### config.mk
export PLATFORM = sky130hd
export DESIGN_NAME = serial_adder_ctrl
export DESIGN_NICKNAME = d
export VERILOG_FILES = /design/src/rtl/adder_pkg.sv /design/src/rtl/adder_slice_2bit.sv /design/src/rtl/serial_adder_ctrl.sv
export SDC_FILE = /design/constraint.sdc
export NUM_CORES = 1
export LEC_CHECK = 0
export ABC_AREA = 1
export ABC_CLOCK_PERIOD_IN_PS = 1550
export CORE_MARGIN = 4
export CORE_UTILIZATION = 45
export CTS_CLUSTER_SIZE = 30
export DETAILED_ROUTE_END_ITERATION = 8
export DONT_BUFFER_PORTS = 1
export HOLD_SLACK_MARGIN = 0.06
export SLEW_MARGIN = 5
export SYNTH_ARGS = -nofsm -noshare
export SYNTH_HDL_FRONTEND = slang
export SYNTH_SLANG_ARGS = --single-unit
### constraint.sdc
create_clock -name clk -period 1.55 [get_ports clk]
set_clock_uncertainty 0.05 [all_clocks]
set_input_delay 0.0775 -clock clk [delete_from_list [all_inputs] [get_ports clk]]
set_output_delay 0.0775 -clock clk [all_outputs]
set_load 0.01 [all_outputs]
### src/rtl/adder_pkg.sv
// adder_pkg: FSM state codes and digit width shared by the serial adder files
package adder_pkg;
  localparam logic [1:0] S_IDLE = 2'd0;
  localparam logic [1:0] S_ADD = 2'd1;
  localparam logic [1:0] S_DONE = 2'd2;
  localparam int DIGIT_W = 2;
endpackage

### src/rtl/adder_slice_2bit.sv
// adder_slice_2bit: combinational 2-bit full adder producing one digit and its carry
module adder_slice_2bit
  import adder_pkg::*;
(
  input  logic [DIGIT_W-1:0] a,
  input  logic [DIGIT_W-1:0] b,
  input  logic               cin,
  output logic [DIGIT_W-1:0] sum,
  output logic               carry
);
  assign {carry, sum} = {1'b0, a} + {1'b0, b} + {{DIGIT_W{1'b0}}, cin};
endmodule

### src/rtl/serial_adder_ctrl.sv
// serial_adder_ctrl: adds two WIDTH-bit operands one 2-bit digit per cycle, LSB first
module serial_adder_ctrl
  import adder_pkg::*;
#(
  parameter int WIDTH = 8
) (
  input  logic             clk,
  input  logic             rst,
  input  logic             start,
  input  logic [WIDTH-1:0] a,
  input  logic [WIDTH-1:0] b,
  input  logic             cin,
  output logic             ready,
  output logic             busy,
  output logic             done,
  output logic [WIDTH-1:0] sum,
  output logic             cout
);
  localparam int N = WIDTH / DIGIT_W;
  localparam int CW = N > 1 ? $clog2(N) : 1;
  logic [1:0] state, state_nx;
  logic [WIDTH-1:0] a_sh, b_sh;
  logic [CW-1:0] cnt;
  logic carry_reg, s_carry, last;
  logic [DIGIT_W-1:0] s_sum;
  adder_slice_2bit u_slice (
    .a(a_sh[DIGIT_W-1:0]),
    .b(b_sh[DIGIT_W-1:0]),
    .cin(carry_reg),
    .sum(s_sum),
    .carry(s_carry)
  );
  assign last = cnt == CW'(N - 1);
  always_comb begin
    state_nx = state == S_IDLE ? (start ? S_ADD : S_IDLE) :
               state == S_ADD  ? (last ? S_DONE : S_ADD) : S_IDLE;
    ready = state == S_IDLE;
    busy = state == S_ADD || state == S_DONE;
    done = state == S_DONE;
  end
  always_ff @(posedge clk) begin
    if (rst) begin
      state <= S_IDLE;
      a_sh <= '0;
      b_sh <= '0;
      cnt <= '0;
      carry_reg <= 1'b0;
      sum <= '0;
      cout <= 1'b0;
    end else begin
      state <= state_nx;
      if (state == S_IDLE && start) begin
        a_sh <= a;
        b_sh <= b;
        carry_reg <= cin;
        cnt <= '0;
      end else if (state == S_ADD) begin
        sum[DIGIT_W*cnt +: DIGIT_W] <= s_sum;
        a_sh <= a_sh >> DIGIT_W;
        b_sh <= b_sh >> DIGIT_W;
        carry_reg <= s_carry;
        cnt <= last ? cnt : cnt + CW'(1);
        if (last) cout <= s_carry;
      end
    end
  end
endmodule

**After elaboration in Yosys (flattened, before gate mapping)**

Cells that the tools add are included.
Widths: inputs -> output; s select.

- Bitwise operators: 2
- Add/subtract/negate cells: 4
- Shift-type cells: 2
- Equal/unequal tests: 3
- Reductions and logical operators: 8
- Muxes and demuxes: 11

Operator list:

| cell | count |
|---|---|
| $neg 3->34 | 1 |
| $shift 2x34->8 const A | 1 |
| $shiftx 2x34->8 | 1 |
| $mux 8 | 4 |
| $bwmux 8 | 1 |
| $mux 2 | 3 |
| $eq 2x2->1 const B | 2 |
| $reduce_and 2->1 | 2 |
| $add 2x2->3 | 1 |
| $add 3x1->3 | 1 |
| $mux 1 | 3 |
| $reduce_and 3->1 | 1 |
| $add 2x1->2 const B | 1 |
| $eq 2x1->1 const B | 1 |
| $logic_not 2->1 | 1 |
| $not 1->1 | 2 |
| $reduce_bool 2->1 | 1 |
| $reduce_or 2->1 | 1 |
| $logic_and 1x1->1 | 1 |
| $logic_or 1x1->1 | 1 |

- Register bits after elaboration: 30
- Word-level logic and storage cells: 37
- Input bits: 20
- Output and inout port bits: 12

**Longest topological paths before layout**

- Depth after elaboration: 4
- Gate-level depth with buffers: 9
- Mapped depth without buffers: 8

**Hierarchy**

A second synthesis with hierarchy kept.

- Cell total of the unflattened synthesis: 214
- Area, all modules: 1527.7 um^2

Modules (own cells, without submodules):

| module | cells an instance | seq. area each (um^2) | instances | area each (um^2) |
|---|---|---|---|---|
| serial_adder_ctrl | 204 | 600.6 | 1 | 1457.6 |
| adder_slice_2bit | 10 | 0.0 | 1 | 70.1 |

**Worst setup path after synthesis**

Ideal clock, no wire load.

- Path kind: register to register
- From: reg a_sh[0]
- To: reg sum[7]
- Buffers on the path: 0
- Setup time: 65 ps
- Arrival time: 1549 ps
- Clock period less this slack: 1664 ps
- Data required time: 1435 ps
- Cell stages (with the launch flop): 7
- Slack: -114 ps
- Cells stage by stage: dfxtp_1 fa_1 fa_1 nand3_1 nor2_1 nor2_1 nor2_1

- Longest elaborated chain between the ends: 4

RTL lines:

| what | RTL line | source |
|---|---|---|
| start: declaration | serial_adder_ctrl.sv:22 | `logic [WIDTH-1:0] a_sh, b_sh;` |
| start signal: assignment | serial_adder_ctrl.sv:59 | `a_sh <= a_sh >> DIGIT_W;` |
| $add 2x2->3 | adder_slice_2bit.sv:11 | `assign {carry, sum} = {1'b0, a} + {1'b0, b} + {{DIGIT_W{1'b0}}, cin};` |
| $add 3x1->3 | adder_slice_2bit.sv:11 |  |
| $shiftx 2x34->8 | serial_adder_ctrl.sv:58 | `sum[DIGIT_W*cnt +: DIGIT_W] <= s_sum;` |
| $bwmux 8 | serial_adder_ctrl.sv:58 |  |
| end signal: indexed assignment | serial_adder_ctrl.sv:58 |  |
| end: declaration | serial_adder_ctrl.sv:16 | `output logic [WIDTH-1:0] sum,` |

Every way passes these cells.
A chain may end at the register's enable or synchronous reset.

**Final worst setup path**

- From: reg a_sh[0]
- To: reg sum[5]

Same word-level chain as after synthesis.

==> impl_metrics.toml <==
[final_layout]
drive_gt1_share_pct = 9.32
stdcell_count = 280
design_area_um2 = 1800
final_core_util_pct = 57.2
n_antenna_cell = 0
nets = 267
syn2layout_area_growth_pct = 17.0
fillerInstances = 331
reg.largest.list = "a_sh: 8 flops, b_sh: 8 flops, sum: 8 flops"

[die]
die_w_um = 66.6
dieHeight_um = 66.6
num_rows = 20
core_um2 = 3150
start_util_pct = 48.9
die_area_um2 = 4430
ioPinCount = 32

[yosys]
yosysMostFrequentCell = "nand2_1"
synth_edf_count = 0
synth_area_leader_cell = "dfxtp_1"
synthesis.yosys.warnings = 0
synth.area.top_cells = "dfxtp_1 (39%), nand3_1 (14%), nand2_1 (12%)"
yosysSeqAreaShare_pct = 38.9
synth_area_um2 = 1540
syn_inst = 218
synth.top_cell.area_share_pct = 38.9
synth_nets = 249
async_flop_share_pct = 0
synth_common_cells = "nand2_1 (50), nand3_1 (44), dfxtp_1 (30)"
synth-seq-cells = 30
postSynthAreaPerCell_um2 = 7.08
synthFlopType = "dfxtp_1"
ys_types = 19

[clock_network]
clk_path_buf_depth = 2
h-tree-depth = 2
postCtsHoldBufs = 16
clk_pin_slew_worst_paths_ns = 0.09
cts_made_buffers = 5
clk_latency_ns = 0.31
cts_setup_buffers = 0
cts-root-buf = "clkbuf_4"
cts_tree = "done"
cts.sinks = 30

[pwr]
p_switching_mw = 0.402
p_comb_share_pct = 16.3
seq_power_share_pct = 55.8
power_frac_clock_pct = 27.9
power.density_nw_per_um2 = 822
leakage_nw = 0.833
internal-power_mw = 1.08
p_total_mw = 1.48
vdd_drop_max_v = 0.000594
p_sw_share_pct = 27.1

[detailed_routing]
dr.pass1.iters = 4
drt_iter0_drc = 60
routed_wl_um = 3210
vias_per_cell = 4.96
routedWlPerCell_um = 11.5
ant_nets = 0
drc_errors = 0
dr_total_vias = 1388

[placement]
gp_congestion = 0.852
dpl.hpwl_um = 2230
post_dp_cell_area_um2 = 1590
dp_slack_ns = -0.166
placed_cells = 257
io_buffers = 0

[min_path]
hold_class = "in2reg"
hold_depth = 1
hold_start = "rst"

[sta]
max_freq_mhz = 591
fin_crit_sh_pct = 109
finalSetupTns_ns = -0.431
layout_min_cycle_time_ns = 1.69
hold_violations = 16
worst_pin_slew_ns = 0.402
slew_violations = 0
rsz0062_at_grt = "true"
hold_slack_ns = -0.233
setup_slack_ns = -0.142
setup_violations = 4
slew_headroom_pct = 73.1

[worst_setup_path]
r2r_cells = 6
cp-start-kind = "register"
worst-path-max-fanout = 3
path_class = "reg2reg"
end_kind = "register"
critPathArrivalTime_ns = 1.90
cp-startpoint = "a_sh[0]"
r2r-start = "a_sh[0]"
cp.required_ns = 1.75

[global_routing]
grt_overflow = 0
antenna_found_initial = 0
grt_pass1_vias = 1355
grt_use_total_pct = 16.6
grt_pass1_wl_um = 5640
grt_max_degree = 31

[run]
drv_cap = 0

[outcome]
violations = "hold timing, setup timing"
status = "finished, violations left"
final timing paths:
path	endpoint	slack, ns
worst max-delay path	sum[5]	-0.14
worst min-delay path	a_sh[6]	-0.23
worst max register to register	sum[5]	-0.14
worst min register to register	a_sh[7]	0.41
metal layers:
layer | up-vias | GRT usage (%) | wire length (um)
met2 | 28 | 29.1 | 1590
met1 | 638 | 18.6 | 1410
li1 | 720 | - | -
met3 | 2 | 5.56 | 171
met4 | 0 | 5.84 | 29
met5 | - | 0 | 0
power groups by stage:
stage,Sequential [mW],Combinational [mW],Clock (mW)
floorplan,0.842,0.173,0
global placement,0.843,0.200,0
detailed placement,0.845,0.205,0
CTS,0.827,0.239,0.435
global route,0.832,0.278,0.465
finish,0.827,0.242,0.414
area by class of cell:
cell class                      count  area [um^2]  share of cell area [%]
Multi-Input combinational cell    147          772                    42.8
Sequential cell                    30          603                    33.4
Timing Repair Buffer               21          210                    11.7
Inverter                           31          119                    6.59
Tap cell                           44         55.1                    3.05
Clock buffer                        7         45.0                    2.50
cell usage in the layout, fill, tap and decap left out, types with 4 or more instances in the layout:
master         count
nand2_1           49
nand3_1           44
inv_1             29
dfxtp_1           28
nor2_1            22
dlygate4sd3_1     16
a21oi_1           12
ha_1               8
clkbuf_4           5
buf_4              4
cells by family (layout without fill, tap and decap cells):
| group | after synthesis | count (layout) | share of synthesized area (%) |
|---|---|---|---|
| compound gates | 14 | 14 | 4.62 |
| flops | 30 | 30 | 38.9 |
| buf+inv | 41 | 59 | 11.8 |
| simple gates | 122 | 122 | 34.7 |
| fa+ha+maj | 11 | 11 | 9.89 |
what timing repair did:
action                                 4_1_cts  5_1_grt
gates resized for setup                      0        6
endpoints found under the hold margin       28       16
pin swaps                                    3        1
setup endpoints to repair                    5       25
critical path: stages, from the launching register on:
cell and delay (ns):
dfxtp_2 0.34, fa_2 0.38, fa_1 0.54, inv_1 0.06
nor2_1 0.08, nand3_1 0.07, a21oi_1 0.11
No activity file was read; power rests on OpenSTA's default activity.
